### config.mk
export PLATFORM = sky130hd
export DESIGN_NAME = traffic_sched
export DESIGN_NICKNAME = d
export VERILOG_FILES = /design/src/rtl/pgm_pkg.sv /design/src/rtl/rr_arbiter.sv /design/src/rtl/traffic_sched.sv
export SDC_FILE = /design/constraint.sdc
export NUM_CORES = 2
export LEC_CHECK = 0
export BUFFER_PORTS_ARGS = -buffer_cell sky130_fd_sc_hd__buf_2
export CAP_MARGIN = 20
export CORE_AREA = 8 8 291 293
export DETAILED_ROUTE_END_ITERATION = 16
export DIE_AREA = 0 0 299 301
export GPL_ROUTABILITY_DRIVEN = 0
export GPL_TIMING_DRIVEN = 0
export PLACE_DENSITY = 0.75
export SLEW_MARGIN = 5
export SYNTH_ARGS = -nofsm -noshare
export SYNTH_HDL_FRONTEND = slang
export SYNTH_SLANG_ARGS = --single-unit
### constraint.sdc
create_clock -name clk -period 9.9 [get_ports clk]
set_input_delay 0.495 -clock clk [delete_from_list [all_inputs] [get_ports clk]]
set_output_delay 0.495 -clock clk [all_outputs]
set_load 0.02 [all_outputs]
### src/rtl/pgm_pkg.sv
// pgm_pkg: shared FSM encoding, arbitration modes and default parameters
package pgm_pkg;
    typedef enum logic [1:0] {S_IDLE, S_ARB, S_WAIT} state_t;
    localparam int ARB_RR          = 0;
    localparam int ARB_STRICT      = 1;
    localparam int DEF_NCH         = 8;
    localparam int DEF_LEN_W       = 12;
    localparam int DEF_TB_W        = 16;
    localparam int DEF_USEDW_W     = 7;
    localparam int DEF_FIFO_THRESH = 96;
    localparam int DEF_ARB_MODE    = ARB_RR;
endpackage

### src/rtl/rr_arbiter.sv
// rr_arbiter: combinational round-robin or strict-priority channel picker
module rr_arbiter import pgm_pkg::*; #(
    parameter int NCH      = DEF_NCH,
    parameter int ARB_MODE = DEF_ARB_MODE
) (
    input  logic [NCH-1:0]         elig,
    input  logic [$clog2(NCH)-1:0] ptr,
    output logic [NCH-1:0]         onehot,
    output logic [$clog2(NCH)-1:0] idx
);
    localparam int IW = $clog2(NCH);
    logic [IW-1:0] j;
    // scan farthest candidate first so the nearest eligible one is the last written
    always_comb begin
        idx = '0;
        j   = '0;
        for (int k = NCH; k >= 1; k--) begin
            j = (ARB_MODE == ARB_STRICT) ? IW'(k - 1) : IW'((int'(ptr) + k) % NCH);
            if (elig[j]) idx = j;
        end
        onehot = (|elig) ? (NCH'(1) << idx) : '0;
    end
endmodule

### src/rtl/traffic_sched.sv
// traffic_sched: token-bucket shaped multi-channel packet grant scheduler
module traffic_sched import pgm_pkg::*; #(
    parameter int NCH         = DEF_NCH,
    parameter int LEN_W       = DEF_LEN_W,
    parameter int TB_W        = DEF_TB_W,
    parameter int USEDW_W     = DEF_USEDW_W,
    parameter int FIFO_THRESH = DEF_FIFO_THRESH,
    parameter int ARB_MODE    = DEF_ARB_MODE
) (
    input  logic                   clk,
    input  logic                   rst_n,
    input  logic                   i_test_start,
    input  logic                   i_cnt_rst,
    input  logic                   i_tick,
    input  logic [NCH*LEN_W-1:0]   iv_pkt_len,
    input  logic [NCH*TB_W-1:0]    iv_tb_size,
    input  logic [NCH*TB_W-1:0]    iv_tb_rate,
    input  logic [NCH-1:0]         iv_gate,
    input  logic [USEDW_W-1:0]     iv_fifo_usedw,
    input  logic                   i_pkt_done,
    output logic [NCH-1:0]         ov_selected,
    output logic [$clog2(NCH)-1:0] ov_sel_idx,
    output logic                   o_busy,
    output logic [NCH*32-1:0]      ov_grant_cnt
);
    localparam int IW = $clog2(NCH);
    localparam int CW = TB_W + 1;
    state_t         state, state_nxt;
    logic [NCH-1:0] elig, arb_onehot;
    logic [IW-1:0]  arb_idx, ptr;
    logic           grant;

    assign grant  = state == S_ARB && i_test_start && |elig && int'(iv_fifo_usedw) < FIFO_THRESH;
    assign o_busy = state == S_WAIT;

    rr_arbiter #(.NCH(NCH), .ARB_MODE(ARB_MODE)) u_arb (
        .elig   (elig),
        .ptr    (ptr),
        .onehot (arb_onehot),
        .idx    (arb_idx)
    );

    for (genvar i = 0; i < NCH; i++) begin : g_ch
        logic [CW-1:0] tok, size, rate, sum, topped;
        logic [31:0]   len, gcnt;
        assign size   = {1'b0, iv_tb_size[i*TB_W +: TB_W]};
        assign rate   = {1'b0, iv_tb_rate[i*TB_W +: TB_W]};
        assign len    = 32'(iv_pkt_len[i*LEN_W +: LEN_W]);
        assign sum    = tok + rate;
        assign topped = i_tick && sum > size ? size : i_tick ? sum : tok;
        assign elig[i] = 32'(tok) >= len && len != 0 && iv_gate[i];
        assign ov_grant_cnt[i*32 +: 32] = gcnt;
        // token bucket: cleared when stopped, filled on start, refilled on tick, drained on grant
        always_ff @(posedge clk or negedge rst_n)
            if (!rst_n) tok <= '0;
            else if (!i_test_start) tok <= '0;
            else if (state == S_IDLE) tok <= size;
            else if (grant && arb_onehot[i]) tok <= 32'(topped) >= len ? CW'(32'(topped) - len) : '0;
            else tok <= topped;
        // grant counter; clear wins over a coincident grant
        always_ff @(posedge clk or negedge rst_n)
            if (!rst_n) gcnt <= '0;
            else if (i_cnt_rst) gcnt <= '0;
            else if (grant && arb_onehot[i]) gcnt <= gcnt + 32'd1;
    end

    // state register
    always_ff @(posedge clk or negedge rst_n)
        if (!rst_n) state <= S_IDLE;
        else state <= state_nxt;

    // next state: stop overrides everything, pkt_done only matters in WAIT
    always_comb begin
        state_nxt = !i_test_start ? S_IDLE :
                    state == S_IDLE ? S_ARB :
                    state == S_ARB ? (grant ? S_WAIT : S_ARB) :
                    (i_pkt_done ? S_ARB : S_WAIT);
    end

    // registered one-hot grant pulse, held grant index and round-robin pointer
    always_ff @(posedge clk or negedge rst_n)
        if (!rst_n) begin
            ov_selected <= '0;
            ov_sel_idx  <= '0;
            ptr         <= IW'(NCH - 1);
        end else begin
            ov_selected <= grant ? arb_onehot : '0;
            if (grant) begin
                ov_sel_idx <= arb_idx;
                ptr        <= arb_idx;
            end
        end
endmodule

==> metrics <==
fmax=108 MHz; vias in the first global route=41800; part of the power in registers=20.1%; max-cap violations=0; CTS tree=built; final instance area=47000 um^2; Clk pwr share=20.8%; CP delay by family, top=compound AO/OA/AOI/OAI gates; wire length on met2=73700 um; Die Y=301 um; outcome=finished clean; Max FO, Critical Path=10; Period minus WS final=9260 ps; DRT Pass-1 Iters=9; final hold slack=126 ps; Fill cells=7265; final setup fails=0; Crit-path slowest cell=nor4_2; element type at the critical path end=flip-flop; CP arrival=9750 ps; area occupied by multi-input gates=27900 um^2; layout cells sized above 1=15.1%; H-tree depth=2; placed cell count=6762; hpwl dp=132000 um; worst slew pin tran=1260 ps; Sw Ratio=47.3%; worst vdd ir=0.000152 V; Final Non-Filler Cells=6904; flops & latches, synth=408; crit path kind=reg -> reg; Ys Warns=0; Hold Vio Cnt, Final=0; DRT Wirelength=165000 um; period utilization=93.5%; Finished Core Util=58.9%; NumNets Final=6606; Via density=6.24; max incr delay on CP=560 ps; WP data required=10390 ps; starting density of the core=50.5%; Leak=22.9 nW; sequential share of the synthesized area=25.3%; DR WL met3=18200 um; Cells after Synth=5057; Overall Global Routing Usage=34.5%; post-route setup slack=639 ps; die area=90000 um^2; most used cell, CP=o21ai_0; syn avg cell area=7.98 um^2; Slew Limit Fails=0; Inserted Clock Buffers=51; Root Driver=clkbuf_16; WL met1=61300 um; PwrDens=206 nW/um^2; Routed WL per cell=23.9 um; Max clock buf depth=3; I/O pin total=641; Reg area=10200 um^2; clk slew on worst S/H paths=70 ps; Yosys cell types=99; clock latency on the worst-skew pair=630 ps; overall via count from detail_route=43100; number of flops mapped to enable cells by yosys=0; Sink Count=408; Setup Skew=22.2 ps; Post-DP Area=45100 um^2; top_reg_cell synth=dfrtp_1; Hold Crit Class=in -> reg; Combinational Power Share=59.1%; sw power=4.59 mW; async set-reset flop share out of synthesis=100%; Syn Nets=5904; Final ANT Viol Nets=0; Internal=5.12 mW; total gr overflow=0; synthesis-to-layout area growth=16.5%; initial antenna violation count=61; Setup WS pre-CTS=-144 ps; Final TNS setup=0 ps; Max-slew headroom=15.8%; drt drc=0; highest metal used=met5; Die W=299 um; Worst Path Buf+Inv=4; startpoint types=flip-flop; DRT iter0 DRCs=4091; # port buffers=634; Core Box Area=79900 um^2; Cell Area, Synth=40400 um^2; std cell rows=104; largest net degree at the start of global routing=107; first-pass GRT wire length=244000 um; Pwr Total=9.71 mW
-- power groups by stage --
stage	Clock, mW	Sequential [mW]	Combinational [mW]
6_report	2.02	1.95	5.74
5_1_grt	2.09	1.96	6.23
4_1_cts	2.03	1.94	5.56
3_5_place_dp	0	1.97	5.52
3_3_place_gp	0	1.97	5.40
2_1_floorplan	0	1.94	3.99
-- repair_timing --
item,CTS,global route
hold buffers,1,0
setup buffers,0,0
hold endpoints to repair,34,0
setup endpoints to repair,0,43
gates resized for setup,0,12
-- worst reg2reg max path, delay by kind of cell (launching register included) --
family                     cells  cell delay (ps)
AOI/OAI and AO/OA             19             4340
and+or+nand+nor                9             2390
adders and majority gates      4              910
buffers and inverters          4              850
DFF                            1              400
muxes                          1              240
-- layer usage --
metal / up-vias / global-route usage, %
met5: - / 1.08
met4: 38 / 20.5
met3: 636 / 11.1
met2: 2243 / 55.1
met1: 20300 / 40.3
li1: 19800 / -
-- registers in the layout (all words and copies together) (netlist names) --
signal	count
g_ch.gcnt	256
g_ch.tok	136
ov_selected	8
ov_sel_idx	3
ptr	3
state	2
-- cells by family (layout without fill, tap and decap cells) --
family / Yosys count / in the layout / share of synthesized area, %
other cells: 0 / 44 / 0
xor+xnor: 305 / 305 / 6.62
compound gates: 1306 / 1306 / 20.9
fa+ha+maj: 474 / 474 / 15.0
buf+inv: 602 / 1345 / 5.69
flops: 408 / 408 / 25.3
mux: 154 / 154 / 4.02
simple gates: 1808 / 1808 / 22.4
-- area by class of cell --
class	instances	area share, %
Antenna cell	44	0.234
Buffer	201	1.69
Multi-Input combinational cell	4047	59.3
Clock buffer	78	3.19
Tap cell	1060	2.82
Inverter	401	3.20
Sequential cell	408	21.7
Clock inverter	16	0.556
Timing Repair Buffer	649	7.27
-- cells in the final DEF (no fill, tap or decap), drive strengths merged, types with 91 or more instances in the layout --
cell / netlist / final
buf: 41 / 687
nor2: 588 / 588
ha: 458 / 458
a21oi: 411 / 411
dfrtp: 405 / 405
inv: 398 / 400
nand2: 278 / 278
o21ai: 267 / 267
clkbuf: 160 / 240
xnor2: 173 / 173
nand3: 157 / 157
nand4: 137 / 137
xor2: 132 / 132
nor4: 118 / 118
nor2b: 106 / 106
mux2i: 97 / 97
nor3: 91 / 91
-- synthesized netlist by cell type (37+ instances only) --
| library cell | n | share of area [%] |
|---|---|---|
| a31oi_1 | 45 | 0.70 |
| a211oi_1 | 72 | 1.3 |
| nand4_1 | 137 | 2.1 |
| nand2_1 | 278 | 2.6 |
| nor3_1 | 89 | 1.1 |
| or3_1 | 50 | 0.77 |
| a21oi_1 | 410 | 5.1 |
| o21ai_0 | 257 | 3.2 |
| clkbuf_1 | 160 | 1.5 |
| nor2b_1 | 106 | 1.6 |
| nor2_1 | 588 | 5.5 |
| and3_1 | 77 | 1.2 |
| a21o_1 | 78 | 1.5 |
| and2_1 | 37 | 0.57 |
| ha_1 | 458 | 14 |
| mux2_2 | 53 | 1.5 |
| o21a_1 | 70 | 1.3 |
| mux2i_1 | 97 | 2.4 |
| nor4_1 | 117 | 1.8 |
| nand3_1 | 156 | 1.9 |
| dfrtp_1 | 405 | 25 |
| xnor2_1 | 173 | 3.8 |
| nand2b_1 | 58 | 0.90 |
| inv_1 | 395 | 3.7 |
| xor2_1 | 132 | 2.9 |
-- worst paths after layout --
path / start / to / slack (ps) / cells after the start
max: g_ch[3].tok[0] / g_ch[3].tok[7] / 640 / 37
min: iv_tb_size[29] / g_ch[1].tok[13] / 130 / 3
max reg2reg: g_ch[3].tok[0] / g_ch[3].tok[7] / 640 / 37
min reg2reg: g_ch[1].gcnt[17] / g_ch[1].gcnt[17] / 550 / 2
max in group asynchronous: rst_n / g_ch[6].tok[3] / 8190 / 4
min in group asynchronous: rst_n / g_ch[3].gcnt[26] / 330 / 2
No activity file was read; power rests on OpenSTA's default activity.
